==> src/rtl/dut_if_pkg.sv <==
// dut_if_pkg: shared definitions for the dut A/B->Y bus master slice.
//   - 3-bit dut address map (status reads, data read/writes)
//   - sequencer state enum
//   - default poll limit
//   - helpers that map a poll state to its status address and successor state
package dut_if_pkg;

  localparam logic [2:0] ADDR_A_STATUS = 3'd0; // read: 1 = A FIFO not full
  localparam logic [2:0] ADDR_B_STATUS = 3'd1; // read: 1 = B FIFO not full
  localparam logic [2:0] ADDR_Y_STATUS = 3'd2; // read: 1 = Y FIFO not empty
  localparam logic [2:0] ADDR_Y_DATA   = 3'd3; // read: pops Y
  localparam logic [2:0] ADDR_A_DATA   = 3'd4; // write
  localparam logic [2:0] ADDR_B_DATA   = 3'd5; // write

  localparam int unsigned POLL_LIMIT_DEF = 255;

  typedef enum logic [2:0] {
    ST_IDLE,
    ST_POLL_A,
    ST_WR_A,
    ST_POLL_B,
    ST_WR_B,
    ST_POLL_Y,
    ST_RD_Y,
    ST_OUT
  } state_e;

  // Captured operand pair for the transaction in flight.
  typedef struct packed {
    logic a;
    logic b;
  } pair_t;

  function automatic logic [2:0] poll_addr(input state_e s);
    case (s)
      ST_POLL_A: poll_addr = ADDR_A_STATUS;
      ST_POLL_B: poll_addr = ADDR_B_STATUS;
      ST_POLL_Y: poll_addr = ADDR_Y_STATUS;
      default:   poll_addr = 3'd0;
    endcase
  endfunction

  // State entered once a poll sees its status bit set.
  function automatic state_e poll_next(input state_e s);
    case (s)
      ST_POLL_A: poll_next = ST_WR_A;
      ST_POLL_B: poll_next = ST_WR_B;
      ST_POLL_Y: poll_next = ST_RD_Y;
      default:   poll_next = ST_IDLE;
    endcase
  endfunction

endpackage

==> src/rtl/dut_if_master_if.sv <==
// dut_if_master_if: bundles the operand input stream, the result output
// stream and the dut write/read method ports seen by dut_if_master.
//   master modport: the sequencer's view (drives ready/valid outs, dut en/addr/data)
//   slave  modport: the environment's view (stimulus source, consumer, dut)
interface dut_if_master_if;

  // operand stream
  logic       in_valid;
  logic       in_ready;
  logic       in_a;
  logic       in_b;
  // result stream
  logic       out_valid;
  logic       out_ready;
  logic       out_y;
  // dut write method
  logic [2:0] write_address;
  logic       write_data;
  logic       write_en;
  logic       write_rdy;
  // dut read method
  logic [2:0] read_address;
  logic       read_en;
  logic       read_data;
  logic       read_rdy;

  modport master (
    input  in_valid, in_a, in_b, out_ready, write_rdy, read_data, read_rdy,
    output in_ready, out_valid, out_y,
           write_address, write_data, write_en, read_address, read_en
  );

  modport slave (
    output in_valid, in_a, in_b, out_ready, write_rdy, read_data, read_rdy,
    input  in_ready, out_valid, out_y,
           write_address, write_data, write_en, read_address, read_en
  );

endinterface

==> src/rtl/dut_if_poll_ctr.sv <==
// dut_if_poll_ctr: consecutive not-ready status read counter.
//   CLK, RST_N : clock, synchronous active-low reset
//   clear      : zero the count (new transaction or successful poll)
//   inc        : one more not-ready read observed this cycle
//   limit_hit  : this inc is the POLL_LIMIT-th consecutive miss
module dut_if_poll_ctr
  import dut_if_pkg::*;
#(
  parameter int unsigned POLL_LIMIT = POLL_LIMIT_DEF,
  localparam int         W          = $clog2(POLL_LIMIT + 1)
) (
  input  logic CLK,
  input  logic RST_N,
  input  logic clear,
  input  logic inc,
  output logic limit_hit
);

  localparam logic [W-1:0] LAST = W'(POLL_LIMIT - 1);

  logic [W-1:0] cnt_q;

  // Flagged on the miss itself so the abort lands on the same edge.
  assign limit_hit = inc && (cnt_q == LAST);

  always_ff @(posedge CLK) begin
    if (!RST_N)                  cnt_q <= '0;
    else if (clear || limit_hit) cnt_q <= '0;
    else if (inc)                cnt_q <= cnt_q + W'(1);
  end

endmodule

==> src/rtl/dut_if_master.sv <==
// dut_if_master: synthesizable sequencer driving the dut A/B->Y FIFO block.
// Takes one {a,b} pair, polls A status, writes A, polls B status, writes B,
// polls Y status, pops Y, then offers Y downstream. One pair in flight.
//   CLK, RST_N  : clock, synchronous active-low reset
//   bus         : dut_if_master_if.master (streams + dut method ports)
//   timeout_err : sticky, a status poll hit POLL_LIMIT misses
//   txn_count   : completed transactions, wraps at 16 bits
module dut_if_master
  import dut_if_pkg::*;
#(
  parameter int unsigned POLL_LIMIT = POLL_LIMIT_DEF
) (
  input  logic            CLK,
  input  logic            RST_N,
  dut_if_master_if.master bus,
  output logic            timeout_err,
  output logic [15:0]     txn_count
);

  state_e     state_q;
  pair_t      pair_q;
  logic       y_q;
  logic [15:0] txn_q;

  logic       is_poll, want_rd, want_wr;
  logic [2:0] rd_addr, wr_addr;
  logic       rd_xfer, wr_xfer;
  logic       accept, poll_ok, poll_miss, limit_hit;

  always_comb begin
    is_poll = (state_q == ST_POLL_A) || (state_q == ST_POLL_B) ||
              (state_q == ST_POLL_Y);
    want_rd = is_poll || (state_q == ST_RD_Y);
    want_wr = (state_q == ST_WR_A) || (state_q == ST_WR_B);
    rd_addr = (state_q == ST_RD_Y) ? ADDR_Y_DATA : poll_addr(state_q);
    wr_addr = (state_q == ST_WR_B) ? ADDR_B_DATA : ADDR_A_DATA;
  end

  // en only rises when the slave is ready, so en alone marks a transfer.
  // Gating with RST_N keeps a reset cycle from touching dut.
  assign rd_xfer = RST_N & want_rd & bus.read_rdy;
  assign wr_xfer = RST_N & want_wr & bus.write_rdy;

  assign bus.read_en       = rd_xfer;
  assign bus.read_address  = rd_xfer ? rd_addr : 3'd0;
  assign bus.write_en      = wr_xfer;
  assign bus.write_address = wr_xfer ? wr_addr : 3'd0;
  assign bus.write_data    = wr_xfer &
                             ((state_q == ST_WR_B) ? pair_q.b : pair_q.a);

  // Stream flags are straight decodes of the registered state.
  assign bus.in_ready  = (state_q == ST_IDLE);
  assign bus.out_valid = (state_q == ST_OUT);
  assign bus.out_y     = y_q;
  assign txn_count     = txn_q;

  assign accept    = bus.in_valid & bus.in_ready;
  assign poll_ok   = is_poll & rd_xfer &  bus.read_data;
  assign poll_miss = is_poll & rd_xfer & ~bus.read_data;

  dut_if_poll_ctr #(.POLL_LIMIT(POLL_LIMIT)) u_poll_ctr (
    .CLK      (CLK),
    .RST_N    (RST_N),
    .clear    (accept | poll_ok),
    .inc      (poll_miss),
    .limit_hit(limit_hit)
  );

  always_ff @(posedge CLK) begin
    if (!RST_N) begin
      state_q     <= ST_IDLE;
      pair_q      <= '0;
      y_q         <= 1'b0;
      timeout_err <= 1'b0;
      txn_q       <= '0;
    end else begin
      case (state_q)
        ST_IDLE: begin
          if (accept) begin
            pair_q  <= '{a: bus.in_a, b: bus.in_b};
            state_q <= ST_POLL_A;
          end
        end
        ST_POLL_A, ST_POLL_B, ST_POLL_Y: begin
          if (poll_ok) begin
            state_q <= poll_next(state_q);
          end else if (limit_hit) begin
            // Abandon the pair; partial pushes already in dut stay there.
            timeout_err <= 1'b1;
            pair_q      <= '0;
            state_q     <= ST_IDLE;
          end
        end
        ST_WR_A: if (wr_xfer) state_q <= ST_POLL_B;
        ST_WR_B: if (wr_xfer) state_q <= ST_POLL_Y;
        ST_RD_Y: begin
          if (rd_xfer) begin
            y_q     <= bus.read_data;
            state_q <= ST_OUT;
          end
        end
        ST_OUT: begin
          if (bus.out_ready) begin
            txn_q   <= txn_q + 16'd1;
            state_q <= ST_IDLE;
          end
        end
        default: state_q <= ST_IDLE;
      endcase
    end
  end

endmodule
==> src/flat_wrapper.sv <==
// flat-port wrapper written by rule: the top's interface ports become plain ports
module dut_if_master_flat import dut_if_pkg::*;
#(
  parameter int unsigned POLL_LIMIT = POLL_LIMIT_DEF
)
  (CLK, RST_N, timeout_err, txn_count, bus_in_valid, bus_in_a, bus_in_b, bus_out_ready, bus_write_rdy, bus_read_data, bus_read_rdy, bus_in_ready, bus_out_valid, bus_out_y, bus_write_address, bus_write_data, bus_write_en, bus_read_address, bus_read_en);
  dut_if_master_if bus_i ();
  input  logic CLK;
  input  logic RST_N;
  output logic timeout_err;
  output logic [15:0] txn_count;
  input wire logic [$bits(bus_i.in_valid)-1:0] bus_in_valid;
  input wire logic [$bits(bus_i.in_a)-1:0] bus_in_a;
  input wire logic [$bits(bus_i.in_b)-1:0] bus_in_b;
  input wire logic [$bits(bus_i.out_ready)-1:0] bus_out_ready;
  input wire logic [$bits(bus_i.write_rdy)-1:0] bus_write_rdy;
  input wire logic [$bits(bus_i.read_data)-1:0] bus_read_data;
  input wire logic [$bits(bus_i.read_rdy)-1:0] bus_read_rdy;
  output wire logic [$bits(bus_i.in_ready)-1:0] bus_in_ready;
  output wire logic [$bits(bus_i.out_valid)-1:0] bus_out_valid;
  output wire logic [$bits(bus_i.out_y)-1:0] bus_out_y;
  output wire logic [$bits(bus_i.write_address)-1:0] bus_write_address;
  output wire logic [$bits(bus_i.write_data)-1:0] bus_write_data;
  output wire logic [$bits(bus_i.write_en)-1:0] bus_write_en;
  output wire logic [$bits(bus_i.read_address)-1:0] bus_read_address;
  output wire logic [$bits(bus_i.read_en)-1:0] bus_read_en;
  assign bus_i.in_valid = bus_in_valid;
  assign bus_i.in_a = bus_in_a;
  assign bus_i.in_b = bus_in_b;
  assign bus_i.out_ready = bus_out_ready;
  assign bus_i.write_rdy = bus_write_rdy;
  assign bus_i.read_data = bus_read_data;
  assign bus_i.read_rdy = bus_read_rdy;
  assign bus_in_ready = bus_i.in_ready;
  assign bus_out_valid = bus_i.out_valid;
  assign bus_out_y = bus_i.out_y;
  assign bus_write_address = bus_i.write_address;
  assign bus_write_data = bus_i.write_data;
  assign bus_write_en = bus_i.write_en;
  assign bus_read_address = bus_i.read_address;
  assign bus_read_en = bus_i.read_en;
  dut_if_master #(.POLL_LIMIT(POLL_LIMIT)) u_core (.CLK(CLK), .RST_N(RST_N), .bus(bus_i), .timeout_err(timeout_err), .txn_count(txn_count));
endmodule
==> config.mk <==
export PLATFORM = sky130hd
export DESIGN_NAME = dut_if_master_flat
export DESIGN_NICKNAME = d
export VERILOG_FILES = /design/src/rtl/dut_if_pkg.sv /design/src/rtl/dut_if_master_if.sv /design/src/rtl/dut_if_poll_ctr.sv /design/src/rtl/dut_if_master.sv /design/src/flat_wrapper.sv
export SDC_FILE = /design/constraint.sdc
export NUM_CORES = 1
export LEC_CHECK = 0
export ABC_CLOCK_PERIOD_IN_PS = 2210
export CAP_MARGIN = 15
export CORE_UTILIZATION = 50
export DETAILED_ROUTE_END_ITERATION = 10
export PLACE_DENSITY = 0.77
export SLEW_MARGIN = 20
export SYNTH_ARGS = -nofsm -noshare
export SYNTH_HDL_FRONTEND = slang
export SYNTH_SLANG_ARGS = --single-unit
==> constraint.sdc <==
create_clock -name CLK -period 2.21 [get_ports CLK]
set_input_delay 0.221 -clock CLK [delete_from_list [all_inputs] [get_ports CLK]]
set_output_delay 0.221 -clock CLK [all_outputs]
set_load 0.005 [all_outputs]
-- Word-level counts from Yosys, hierarchy flattened
Index checks and enable logic that the tools add are counted.
- bits in latches: 0
- memories kept: 0
- bits in registers: 31
- input bits: 9
- memory bits (read-only): 0
- logic and storage cells: 72
- RAM bits: 0
- bitwise operators: 13
- divide/modulo/power cells: 0
- multiplexer cells: 19
- $lt $le $gt $ge: 0
- reduce and logical (&&, ||, !) cells: 15
- eq/ne operators: 16
- shifts and indexed selects: 0
- multipliers: 0
- add/sub/neg operators: 2
- operators by type and width (kind ; count):
    2-to-1 mux 3 bit ; 9
    one-hot mux 3 bit (6 select lines) ; 1
    adder 16 x 1 -> 16 bit, second input constant ; 1
    equality test 3 bit, second input constant ; 4
    AND 1 bit ; 9
    one-hot mux 3 bit (3 select lines) ; 1
    adder 8 x 1 -> 8 bit, second input constant ; 1
    equality test 8 bit, second input constant ; 1
    2-to-1 mux 2 bit ; 4
    != test 2 bit, second input constant ; 4
    one-hot mux 2 bit (2 select lines) ; 2
    equality test 3 x 2 -> 1 bit, second input constant ; 2
    != test 2 x 1 -> 1 bit, second input constant ; 3
    AND reduction 6 bit ; 1
    logical OR 1 bit ; 5
    AND reduction 2 bit ; 2
    AND reduction 4 bit ; 1
    equality test 3 x 1 -> 1 bit, second input constant ; 1
    logical NOT 3 bit ; 1
    != test 3 x 2 -> 1 bit, second input constant ; 1
    NOT 1 bit ; 3
    AND reduction 3 bit ; 1
    OR reduction 3 bit ; 1
    2-to-1 mux 1 bit ; 2
    other kinds (4) ; 4

-- Depth between registers and ports, before layout
Gate-level depths: netlist of the first run.
- word-level depth: 12
- mapped depth: 8
- mapped depth without buffers: 7

-- Modules after synthesis
Synthesis of the first run repeated with hierarchy kept, for this count alone.
- cell total of the unflattened synthesis: 198
- area, all modules: 1627.8 um2
- by module, submodules not included (module ; cells each ; area each (um2) ; instances ; sequential area each (um2)):
    dut_if_master ; 152 ; 1221.2 ; 1 ; 460.4
    dut_if_poll_ctr ; 46 ; 406.6 ; 1 ; 160.2

-- Worst setup path before layout of the first run
OpenSTA, ideal clock, no wires.
- path type: reg-to-reg
- start point: reg u_core.u_poll_ctr.cnt_q[0]
- end point: reg u_core.state_q[2]
- path slack: 0.662 ns
- cell stages (with the launch flop): 8
- clock period less this slack: 1.548 ns
- path buffers: 0
- arrival: 1.475 ns
- library setup time: 0.073 ns
- data required time: 2.137 ns
- cells stage by stage: dfxtp_1 > inv_1 > ha_1 > nand3_1 > o211ai_1 > nand4_1 > or4_1 > o211ai_2
- longest elaborated chain between the ends: 4
- RTL lines (element ; RTL line ; text):
    from (decl) ; dut_if_poll_ctr.sv:21 ; logic [W-1:0] cnt_q;
    from (signal assigned) ; dut_if_poll_ctr.sv:29 ; else if (inc) cnt_q <= cnt_q + W'(1);
    equality test 8 bit ; dut_if_poll_ctr.sv:24 ; assign limit_hit = inc && (cnt_q == LAST);
    logical AND 1 bit ; dut_if_poll_ctr.sv:24 ;
    != test 3 x 2 -> 1 bit (no source line) ; -- ;
    AND reduction 6 bit (no source line) ; -- ;
    to (signal assigned) ; dut_if_master.sv:86 ; state_q <= poll_next(state_q);
    to (decl) ; dut_if_master.sv:20 ; state_e state_q;
Every way passes these cells.
A chain may end at the register's enable or synchronous reset.

-- Worst setup path after layout of the first run
- start point: reg u_core.state_q[0]
- end point: out bus_read_en
- longest elaborated chain between the ends: 6
- elaborated cells between the ends (all ways): 9
- RTL lines (element ; RTL line ; text):
    equality test 3 x 1 -> 1 bit / equality test 3 x 2 -> 1 bit (equally long branches) ; dut_if_master.sv:31 ; is_poll = (state_q == ST_POLL_A) || (state_q == ST_POLL_B) ||
    logical OR 1 bit (2 in series) ; dut_if_master.sv:31 ;
    logical OR 1 bit * ; dut_if_master.sv:33 ; want_rd = is_poll || (state_q == ST_RD_Y);
    AND 1 bit * (2 in series) ; dut_if_master.sv:41 ; assign rd_xfer = RST_N & want_rd & bus.read_rdy;
    to (decl) ; flat_wrapper.sv:26 ; output wire logic [$bits(bus_i.read_en)-1:0] bus_read_en;
Mark *: on every way between the ends. The rest lies on a longest branch, timed or not.

==> results_dict.tcl, run 1 <==
set metrics [dict create \
    status "finished, final reports clean" \
    die_area_sq_mm 0.003581 \
    drtIter0Drc 65 \
    routed_wl_mm 3.453 \
    reg2reg_depth 5 \
    nets 237 \
    ys_seq_area_share_pct 37.10 \
    arrival_ns 1.81 \
    synth.most_common_cell "dfxtp_1" \
    antenna_found_initial 0 \
    insertion_delay_ns 0.34 \
    ys_ff_latch 31 \
    grt_pass1_wl_mm 5.678 \
    tightest_slew_ns 0.5151 \
    start_kind "register" \
    slew_violations 0 \
    setup_viol 0 \
    vias_per_cell 5.349 \
    gr-usage-all-layers_pct 21.47 \
    maxCapViolCount 0 \
    rsz0062_at_grt "no" \
    drive_gt1_share_pct 7.556 \
    relSlewSlack_pct 65.34 \
    crit_required_ns 1.99 \
    max_freq_mhz 493.1 \
    portBuffers 35 \
    synth_edf_count 0 \
    r2r-end "u_core.u_poll_ctr.cnt_q[5]" \
    clk_pin_slew_ns 0.09 \
    grt_pass1_vias 1277 \
    r2r_setup_slack_ns 0.40 \
    vdd_ir_drop_max_uv 388.7 \
    firstDrtPassIters 4 \
    p_leak_nw 0.7770 \
    period_needed_ns 2.028 \
    drc 0 \
    clock_path_buffers 2 \
    end_kind "primary output" \
    ctsResizeCount 0 \
    crit_start "u_core.state_q[0]" \
    fin_crit_sh_pct 91.76 \
    syn-cell-area_sq_mm 0.001673 \
    core_sq_mm 0.003103 \
    syn_inst 191 \
    fp.dieW_microns 59.84 \
    cp-endpoint "bus_read_en" \
    drtAntennaViolNets 0 \
    cts_tree "done" \
    hold_viol_final 0 \
    diodes 0 \
    clock-sinks 31 \
    cts-root-buf "clkbuf_4" \
    postSynth.topFlopCell "dfxtp_1" \
    place_congestion 0.8634 \
    io_pins 38 \
    async_reset_ff_share_pct 0 \
    die_h_microns 59.84 \
    skew_ns 0.01247 \
    synthTopCellsByCount "31 x dfxtp_1, 17 x and2_1, 16 x xnor2_1" \
    crit_type "reg2out" \
    route.detailed.wl_per_inst_microns 12.84 \
    vias 1439 \
    synth.distinct_cells 38 \
    finalPower_w 0.001193 \
    cts_max_level 2 \
    timing.rr.start "u_core.state_q[0]" \
    critPathMaxFanout 18 \
    yosys_warnings 0 \
    synth_area_per_cell_sq_um 8.758 \
    n_fill_cell 273 \
    numCtsBuffers 5 \
    setup_tns_ns 0 \
    yosys.area.top_type_share_pct 37.10 \
    grt_max_degree 21 \
    grt_overflow 0 \
    cts_setup_buffers 0 \
    rows 20 \
    power_density_mw_per_mm2 570.7 \
    synth_area_leaders "dfxtp_1 37%, xnor2_1 8.4%, and2_1 6.4%" \
    area_growth_pct 24.91 \
    yosysTopAreaCell "dfxtp_1" \
    hpwlAfterDp_mm 2.579 \
    min_path_type "reg2reg" \
    hold_buffers 0 \
    start_util_pct 53.91 \
]
[through the flow]
step | utilization [%] | std cells | setup WS (ns) | area, sq um | hold WS (ns)
2_1_floorplan | - | 192 | 0.6618 | 1677 | 0.3912
3_3_place_gp | 65.40 | 262 | 0.2147 | 2029 | 0.4621
3_5_place_dp | 65.40 | 262 | 0.1619 | 2029 | 0.4752
4_1_cts | 67.22 | 269 | 0.008511 | 2086 | 0.4894
5_1_grt | 67.34 | 269 | 0.09425 | 2090 | 0.5033
6_report | 67.34 | 269 | 0.1820 | 2090 | 0.4852
[layout make-up]
type	instances	area (sq um)	share of cell area, %
Clock buffer	6	51.30	2.455
Clock inverter	1	5.005	0.2395
Inverter	4	15.01	0.7186
Multi-Input combinational cell	145	965.9	46.23
Sequential cell	31	624.3	29.88
Tap cell	44	55.05	2.635
Timing Repair Buffer	38	372.9	17.84
[how the worst min path moves through the flow]
stage                                start          endpoint  slack, ns  cells after the start
after global routing      u_core.pair_q[0]  u_core.pair_q[0]       0.50                      2
after CTS                 u_core.pair_q[0]  u_core.pair_q[0]       0.49                      2
after floorplan                   bus_in_b  u_core.pair_q[0]       0.39                      2
after global placement    u_core.pair_q[1]  u_core.pair_q[1]       0.46                      2
final                     u_core.pair_q[0]  u_core.pair_q[0]       0.49                      2
after detailed placement  u_core.pair_q[0]  u_core.pair_q[0]       0.48                      2
[critical path, cell delays in order (launching register included)]
cell and delay (ns):
dfxtp_2 0.50, a21bo_2 0.31, a21oi_1 0.15, clkdlybuf4s50_1 0.52
[registers in the layout, indices dropped and copies added, names as in the netlist]
name / flops
u_core.timeout_err: 1
u_core.state_q: 3
u_core.u_poll_ctr.cnt_q: 8
u_core.bus.out_y: 1
u_core.pair_q: 2
u_core.txn_count: 16
[cells in the final DEF (no fill, tap or decap), types with 2 or more instances in the layout]
cell type        netlist  routed
clkdlybuf4s50_1        0      35
buf_4                  5       3
nand4_1                9       9
a21oi_1                4       4
inv_1                  4       4
mux2i_1                2       2
ha_1                   3       3
and3_1                 4       4
nand3_1               14      14
nor3_1                 5       5
xor2_1                 8       8
a32oi_1                2       2
clkbuf_4               0       5
xnor2_1               16      16
and4_1                 4       4
dfxtp_2                0       3
a21boi_0               4       4
nand3b_1               6       6
conb_1                 1       2
and2_1                17      17
dfxtp_1               31      28
nor2b_1                6       6
nand2_1               12      12
nor2_1                13      13
[layer usage]
metal / part of all wire [%] / routed length, microns / global-route usage, %
met1: 46 / 1594 / 26.73
met2: 49 / 1690 / 34.44
met3: 3.0 / 103 / 4.545
met4: 1.9 / 64 / 11.63
met5: 0 / 0 / 0
[power by group]
group	leakage (nW)	internal, W	total [W]	switching, W
sequential	0.251	0.000576	0.000617	0.0000407
clock	0.0341	0.000147	0.000334	0.000187
combinational	0.491	0.000124	0.000241	0.000117
[kinds of logic (layout without fill, tap and decap cells)]
family,count (synthesis),in the layout,synth area share [%]
simple gates,96,96,32.54
flops,31,31,37.10
xor+xnor,24,24,12.57
compound gates,18,18,8.752
buf+inv,16,49,5.385
fa+ha+maj,3,3,2.244
mux,2,2,1.197
other cells,1,2,0.2242
(Power assumes the default switching activity.)
==> run 2, diff against run 1 <==
CORE_ASPECT_RATIO = 0.9   (was not set)
CTS_CLUSTER_DIAMETER = 40   (was not set)
==> run 2 against run 1 <==
Critical path depth grew 1. Sequential power is essentially flat. Routed wire length grew 3.7%. Global-route usage grew 0.24 points. Core utilization grew 2.1 points. First-iteration DRC count shrank 28%. Total power grew 20%. Final area grew 3.5%. Setup slack gained 0.031 ns. Largest power group unchanged. Highest routed layer unchanged.
==> results_dict.tcl, run 2 (same netlist as run 1, synthesis figures left out) <==
set metrics [dict create \
    start_util_pct 53.72 \
    route.detailed.wl_per_inst_microns 13.26 \
    arrival_ns 1.78 \
    antenna_found_initial 0 \
    ctsResizeCount 0 \
    grt_max_degree 19 \
    vias_per_cell 5.270 \
    insertion_delay_ns 0.29 \
    hold_buffers 0 \
    drc 0 \
    n_fill_cell 252 \
    numCtsBuffers 5 \
    clk_pin_slew_ns 0.06 \
    clock-sinks 31 \
    p_leak_nw 0.8143 \
    slew_violations 0 \
    place_congestion 0.7711 \
    min_path_type "reg2reg" \
    diodes 0 \
    setup_tns_ns 0 \
    status "finished, final reports clean" \
    relSlewSlack_pct 65.53 \
    area_growth_pct 29.32 \
    critPathMaxFanout 7 \
    grt_pass1_wl_mm 5.920 \
    grt_pass1_vias 1308 \
    end_kind "primary output" \
    cts_tree "done" \
    numPlacedInstances 262 \
    hold-worst-slack_ns 0.4807 \
    routed_wl_mm 3.581 \
    period_needed_ns 1.997 \
    skew_ns 0.004572 \
    vdd_ir_drop_max_uv 493.6 \
    stdcell_count 270 \
    cts-root-buf "clkbuf_8" \
    clock_path_buffers 2 \
    fp.dieW_microns 62.97 \
    hpwlAfterDp_mm 2.678 \
    cts_max_level 2 \
    hold_viol_final 0 \
    portBuffers 35 \
    final_common_cell "clkdlybuf4s50_1" \
    cts_setup_buffers 0 \
    crit_type "in2out" \
    drtAntennaViolNets 0 \
    maxCapViolCount 0 \
    crit_required_ns 1.99 \
    core_sq_mm 0.003114 \
    largest_register_ffs 16 \
    max_freq_mhz 500.8 \
    fin_crit_sh_pct 90.35 \
    gr-usage-all-layers_pct 21.71 \
    die_area_sq_mm 0.003581 \
    firstDrtPassIters 4 \
    tightest_slew_ns 0.5131 \
    rows 19 \
    drive_gt1_share_pct 8.772 \
    io_pins 38 \
    vias 1423 \
    drtIter0Drc 47 \
    nets 239 \
    rsz0062_at_grt "no" \
    start_kind "input pin" \
    setup_viol 0 \
    die_h_microns 56.88 \
    power_density_mw_per_mm2 663.5 \
    grt_overflow 0 \
    mostFrequentLayoutCells "35 x clkdlybuf4s50_1, 28 x dfxtp_1, 17 x and2_1" \
]
==> run 2: cell type report <==
type,count,area (sq um),area share (%)
Sequential cell,31,624.3,28.86
Clock buffer,6,82.58,3.817
Tap cell,42,52.55,2.429
Clock inverter,2,35.03,1.619
Multi-Input combinational cell,145,965.9,44.65
Inverter,4,15.01,0.6940
Timing Repair Buffer,40,387.9,17.93
==> run 2: final timing paths <==
kind              slack [ns]                  end               from  cells after the start
setup / recovery        0.21  bus_read_address[0]              RST_N                      4
hold / removal          0.48     u_core.pair_q[1]   u_core.pair_q[1]                      2
setup reg to reg        0.43  u_core.txn_count[8]  u_core.state_q[0]                      5
hold reg to reg         0.48     u_core.pair_q[1]   u_core.pair_q[1]                      2
==> run 2: critical path, stage by stage <==
cell	delay [ns]
clkdlybuf4s50_1	0.61
nand2_1	0.21
nor3_1	0.21
clkdlybuf4s50_1	0.52
==> run 2: report_power, final <==
part	internal (W)	switching (W)
combinational	0.000125	0.000117
clock	0.000364	0.000211
sequential	0.000577	0.0000413
total	0.00107	0.000369
==> run 2: through the flow <==
stage	area, sq um	util [%]	total power (W)	setup slack [ns]
after CTS	2160	69.35	0.001441	0.04463
final	2163	69.47	0.001435	0.2132
after floorplan	1677	-	0.0008178	0.6618
after global routing	2163	69.47	0.001497	0.1382
after detailed placement	2042	65.57	0.0008688	0.07992
after global placement	2042	65.57	0.0008620	0.1696
==> run 2: routing by layer <==
layer  share of wire (%)  track usage [%]
met2                  48            34.87
met4                 1.1            7.641
met1                  47            26.75
met5                   0                0
met3                 4.1            7.520
